**src/rtl/uart_tx_top.sv**
```systemverilog
// uart_tx_top: configurable UART transmitter.
// Sends start bit, 7/8 data bits LSB first, optional odd/even parity and
// 1 or 2 stop bits. The bit period is one of four clock-divider settings.
//
// Handshake: send is a level request rather than a valid/ready pair. A frame
// is accepted on any baud tick seen in IDLE while send=1. All frame settings
// are captured at that moment. tx_active is the "busy" indication: it is high
// from the clock that enters START until the frame-end tick. tx_done pulses
// for one clock right after that tick. Holding send high produces back-to-back
// frames, each separated by one idle bit period.
module uart_tx_top #(
  parameter int DIV_00 = 1302,
  parameter int DIV_01 = 651,
  parameter int DIV_10 = 326,
  parameter int DIV_11 = 163
) (
  input  logic       clock,
  input  logic       rst,
  input  logic       send,
  input  logic [1:0] baud_rate,
  input  logic [7:0] data_in,
  input  logic [1:0] parity_type,
  input  logic       stop_bits,
  input  logic       data_length,
  output logic       data_out,
  output logic       p_parity_out,
  output logic       tx_active,
  output logic       tx_done,
  output logic [2:0] state_dbg
);

  localparam int MAX_A   = (DIV_00 > DIV_01) ? DIV_00 : DIV_01;
  localparam int MAX_B   = (DIV_10 > DIV_11) ? DIV_10 : DIV_11;
  localparam int DIV_MAX = (MAX_A > MAX_B) ? MAX_A : MAX_B;
  localparam int CW      = $clog2(DIV_MAX);

  typedef enum logic [2:0] {
    IDLE   = 3'd0,
    START  = 3'd1,
    DATA   = 3'd2,
    PARITY = 3'd3,
    STOP   = 3'd4
  } state_t;

  state_t        state, state_next;
  logic [CW-1:0] baud_cnt;
  logic [CW-1:0] div_m1;
  logic [1:0]    div_sel;
  logic          tick;

  logic [7:0]    shift_reg;
  logic [2:0]    bit_cnt;
  logic          stop_cnt;
  logic [1:0]    lat_baud;
  logic [1:0]    lat_parity;
  logic          lat_stop;
  logic          lat_len;

  logic [7:0]    data_masked;
  logic          data_xor;
  logic          new_parity;
  logic          parity_en;
  logic [2:0]    last_bit;

  logic          load;
  logic          shift;
  logic          stop_adv;
  logic          finish;

  // Busy flag depends on state only, so the divider select never loops back
  // through the next-state logic.
  assign tx_active = (state != IDLE);
  assign state_dbg = state;

  // Divider select: frozen to the captured rate during a frame, live while idle.
  always_comb begin
    div_sel = tx_active ? lat_baud : baud_rate;
    case (div_sel)
      2'b00:   div_m1 = CW'(DIV_00 - 1);
      2'b01:   div_m1 = CW'(DIV_01 - 1);
      2'b10:   div_m1 = CW'(DIV_10 - 1);
      default: div_m1 = CW'(DIV_11 - 1);
    endcase
  end

  // ">=" lets a shrinking divider tick and wrap at once instead of overrunning.
  assign tick = (baud_cnt >= div_m1);

  // Free-running baud counter, 0..DIV-1.
  always_ff @(posedge clock or negedge rst) begin
    if (!rst) begin
      baud_cnt <= '0;
    end else if (tick) begin
      baud_cnt <= '0;
    end else begin
      baud_cnt <= baud_cnt + 1'b1;
    end
  end

  // Parity of the bits that will actually be sent (bit 7 dropped in 7-bit mode).
  always_comb begin
    data_masked = data_length ? data_in : {1'b0, data_in[6:0]};
    data_xor    = ^data_masked;
    case (parity_type)
      2'b01:   new_parity = ~data_xor;
      2'b10:   new_parity = data_xor;
      default: new_parity = 1'b0;
    endcase
  end

  assign parity_en = lat_parity[0] ^ lat_parity[1];
  assign last_bit  = lat_len ? 3'd7 : 3'd6;

  // FSM state register.
  always_ff @(posedge clock or negedge rst) begin
    if (!rst) begin
      state <= IDLE;
    end else begin
      state <= state_next;
    end
  end

  // Next-state, serial line value and datapath strobes; moves only on ticks.
  always_comb begin
    state_next = state;
    data_out   = 1'b1;
    load       = 1'b0;
    shift      = 1'b0;
    stop_adv   = 1'b0;
    finish     = 1'b0;
    case (state)
      IDLE: begin
        if (tick && send) begin
          load       = 1'b1;
          state_next = START;
        end
      end
      START: begin
        data_out = 1'b0;
        if (tick) begin
          state_next = DATA;
        end
      end
      DATA: begin
        data_out = shift_reg[0];
        if (tick) begin
          shift = 1'b1;
          if (bit_cnt == last_bit) begin
            state_next = parity_en ? PARITY : STOP;
          end
        end
      end
      PARITY: begin
        data_out = p_parity_out;
        if (tick) begin
          state_next = STOP;
        end
      end
      STOP: begin
        data_out = 1'b1;
        if (tick) begin
          if (stop_cnt == lat_stop) begin
            state_next = IDLE;
            finish     = 1'b1;
          end else begin
            stop_adv = 1'b1;
          end
        end
      end
      default: begin
        state_next = IDLE;
      end
    endcase
  end

  // Frame datapath: capture settings at accept, shift data, count stop bits.
  always_ff @(posedge clock or negedge rst) begin
    if (!rst) begin
      shift_reg    <= '0;
      bit_cnt      <= '0;
      stop_cnt     <= 1'b0;
      lat_baud     <= '0;
      lat_parity   <= '0;
      lat_stop     <= 1'b0;
      lat_len      <= 1'b0;
      p_parity_out <= 1'b0;
      tx_done      <= 1'b0;
    end else begin
      tx_done <= finish;
      if (load) begin
        shift_reg    <= data_in;
        bit_cnt      <= '0;
        stop_cnt     <= 1'b0;
        lat_baud     <= baud_rate;
        lat_parity   <= parity_type;
        lat_stop     <= stop_bits;
        lat_len      <= data_length;
        p_parity_out <= new_parity;
      end
      if (shift) begin
        shift_reg <= {1'b0, shift_reg[7:1]};
        bit_cnt   <= bit_cnt + 1'b1;
      end
      if (stop_adv) begin
        stop_cnt <= 1'b1;
      end
    end
  end

endmodule

```
**config.mk**
```make
export PLATFORM = sky130hd
export DESIGN_NAME = uart_tx_top
export DESIGN_NICKNAME = d
export VERILOG_FILES = /design/src/rtl/uart_tx_top.sv
export SDC_FILE = /design/constraint.sdc
export NUM_CORES = 1
export LEC_CHECK = 0
export CAP_MARGIN = 20
export CORE_MARGIN = 4
export CORE_UTILIZATION = 28
export CTS_BUF_LIST = sky130_fd_sc_hd__clkbuf_16
export CTS_CLUSTER_DIAMETER = 40
export CTS_CLUSTER_SIZE = 10
export DETAILED_ROUTE_END_ITERATION = 12
export GPL_TIMING_DRIVEN = 1
export PLACE_DENSITY_LB_ADDON = 0.2
export SYNTH_ARGS = -nofsm -noshare
export SYNTH_HDL_FRONTEND = slang
export SYNTH_SLANG_ARGS = --single-unit
```
**constraint.sdc**
```tcl
create_clock -name clock -period 3.9 [get_ports clock]
set_clock_uncertainty 0.1 [all_clocks]
set_input_delay 0.975 -clock clock [delete_from_list [all_inputs] [get_ports clock]]
set_output_delay 0.975 -clock clock [all_outputs]
set_load 0.01 [all_outputs]
```
==> results.txt, run 1 <==
row cnt: 30
endpoints failing hold: 0
number of DRC markers in iteration 0: 47
first-pass GRT wire length: 7472 um
worst slew pin tran: 0.4458 ns
CP arrival: 3.63 ns
non-filler cells, final: 324
Mapped Cells: 197
commonest non-fill, non-tap cells in the layout: 34 x dfrtp_1, 23 x clkdlybuf4s50_1, 18 x nand2_1
die area: 8738 sq um
Die Span X: 93.48 um
DR WL/cell: 13.65 um
max reg flops: 11
Cell Chain, Critical Path: clkdlybuf4s50_1 > nand2_1 > nand2_1 > inv_1 > or2_2 > ha_1 > and2_1 > a221oi_2 > o21ai_2 > a21oi_2 > o22ai_2 > mux2_4
commonest non-fill, non-tap cell in the layout: dfrtp_1
Placed Instances: 316
Post-synth EDFFs: 0
Congestion Overflow GR: 0
Ports: 24
final weighted congestion of routability-driven global placement: 0.8171
setup_tns: 0 ns
Final period util: 91.43%
most used cell along the critical path: nand2_1
RSZ-0062 raised after global routing: false
fraction of registers with async set/reset: 100.0%
Startpoint Class: primary input
share of cells above drive strength 1: 14.91%
clk_lat worst skew: 0.28 ns
Mean Syn Cell Area: 10.38 sq um
vias in the first global route: 1487
largest net degree at the start of global routing: 35
outcome: completed
Synth-to-Final Area Change: 25.57%
drt drc: 0
HPWL Detailed: 3288 um
CP Class: primary input to register
synth unique cells: 46
Post-Syn Area: 2046 sq um
Worst path max stage delay: 0.48 ns
total iterations of the first detailed-routing run: 4
Yosys reg bits: 34
final core utilization: 36.99%
gr usage total: 10.98%
Worst-path clk slew: 0.05 ns
CTS tree: built
setup bufs post-CTS: 0
top_reg_cell synth: dfrtp_1
reg2reg setup slack: 0.53 ns
H-tree Lvls: 2
relative slew slack: 70.28%
post-synthesis sequential area ratio: 41.59%
CTS buffer count: 5
Slowest-stage cell, CP: clkdlybuf4s50_1
min cycle time layout: 3.566 ns
NumNets Final: 257
hold-fix buffers at CTS: 0
Clock Sinks: 34
Final Power: 0.0008461 W
LEAKAGE: 1.156 nW
Max-Cap Viols: 0
critical path fanouts, max: 7
CP top delay family: compound AO/OA/AOI/OAI gates
CTS root buf: clkbuf_16
Slew Viols, Final: 0
Post-Syn Nets: 227
CP endpoint kind: register
initial antenna violation count: 0
Hold WC Path Type: register to register
worst hold path startpoint: shift_reg[6]
Reg2Reg Launch Point: state_dbg[2]
CP Data Required Time: 3.96 ns
via/cell ratio: 4.673
DR vias: 1514
Antenna Nets Post-Route: 0
P per Cell Area: 329.4 nW/um^2
Clock Path Buffers: 2
# port buffers: 23
peak supply drop: 0.1437 mV
CTS resizes: 0
Bufs and invs on worst path: 2
Initial Utilization: 29.46%
Setup violations, final: 0
Ys Warns: 0
crit path launch: baud_rate[0]
Placeable Area: 6944 sq um
Antenna diodes: 0
DRT Wirelength: 4422 um
Chip Height: 93.48 um
fmax: 280.5 MHz
==> metrics by stage <==
stage / area [sq um] / hold slack (ns) / setup WS (ns)
finish: 2569 / 0.4060 / 0.3343
global route: 2569 / 0.4173 / 0.1275
CTS: 2569 / 0.4067 / 0.3338
detailed placement: 2404 / 0.3906 / 0.05559
global placement: 2404 / 0.3941 / 0.04872
floorplan: 2046 / 0.3706 / 0.7412
==> path summary, 6_finish.rpt <==
path	to	cells after the start
hold reg to reg	shift_reg[6]	1
setup reg to reg	state_dbg[2]	14
hold / removal	shift_reg[6]	1
min in group asynchronous	baud_cnt[3]	2
setup / recovery	state_dbg[2]	12
max in group asynchronous	state_dbg[0]	2
==> synth_stat cells, types with 2 or more instances <==
cell | number | area, sq um
a2bb2oi_1 | 6 | 52.55
dfrtp_1 | 34 | 850.8
and3_1 | 2 | 12.51
xor2_1 | 5 | 43.79
xnor2_1 | 13 | 113.9
nand3_1 | 8 | 40.04
o21ai_0 | 3 | 15.01
nand2_1 | 18 | 67.56
inv_1 | 8 | 30.03
mux2i_1 | 2 | 20.02
buf_2 | 3 | 15.01
nand2b_1 | 3 | 18.77
o22a_1 | 2 | 17.52
o22ai_1 | 9 | 56.30
and2_1 | 3 | 18.77
ha_1 | 13 | 162.7
mux2_4 | 7 | 105.1
a21oi_1 | 5 | 25.02
nor2_1 | 16 | 60.06
buf_4 | 3 | 22.52
o21ai_1 | 3 | 15.01
nor2b_1 | 5 | 31.28
a21o_1 | 3 | 22.52
==> final cells by class <==
type / count / area, sq um
sequential: 34 / 850.8
fill: 690 / 4375
clock buffer: 5 / 125.1
tap: 96 / 120.1
timing repair buffer: 29 / 275.3
clock inverter: 3 / 40.04
multi-input combinational: 148 / 1124
inverter: 9 / 33.78
==> cell families (layout without fill, tap and decap cells) <==
family	count (synthesis)	in the layout	share of synthesized area [%]
AND/OR/NAND/NOR	63	63	15.78
AO/OA/AOI/OAI	45	45	17.37
buffers and inverters	15	46	3.486
multiplexers	9	9	6.116
adder cells (fa/ha/maj)	13	13	7.951
XOR/XNOR	18	18	7.706
flip-flops	34	34	41.59
==> layer usage <==
layer | part of all wire, % | GRT usage (%) | vias to the layer above
met4 | 1.5 | 3.663 | 0
met3 | 4.8 | 3.620 | 4
met2 | 43 | 15.37 | 26
met1 | 51 | 15.71 | 719
li1 | - | - | 765
met5 | 0 | 0 | -
==> power by group <==
| part | internal (W) | total (W) | switching [W] |
|---|---|---|---|
| clock | 0.000299 | 0.000447 | 0.000148 |
| combinational | 0.0000262 | 0.0000464 | 0.0000202 |
| sequential | 0.000353 | 0.000353 | 0 |
| total | 0.000678 | 0.000846 | 0.000168 |
(Power assumes the default switching activity.)
==> run 2, diff against run 1 <==
--- a/config.mk
+++ b/config.mk
@@ -5,7 +5,7 @@
 export SDC_FILE = /design/constraint.sdc
 export NUM_CORES = 1
 export LEC_CHECK = 0
-export CAP_MARGIN = 20
+export CAP_MARGIN = 15
 export CORE_MARGIN = 4
 export CORE_UTILIZATION = 28
 export CTS_BUF_LIST = sky130_fd_sc_hd__clkbuf_16
==> results of run 2 <==
No change in the layout: final DEF, timing and power equal those of run 1.
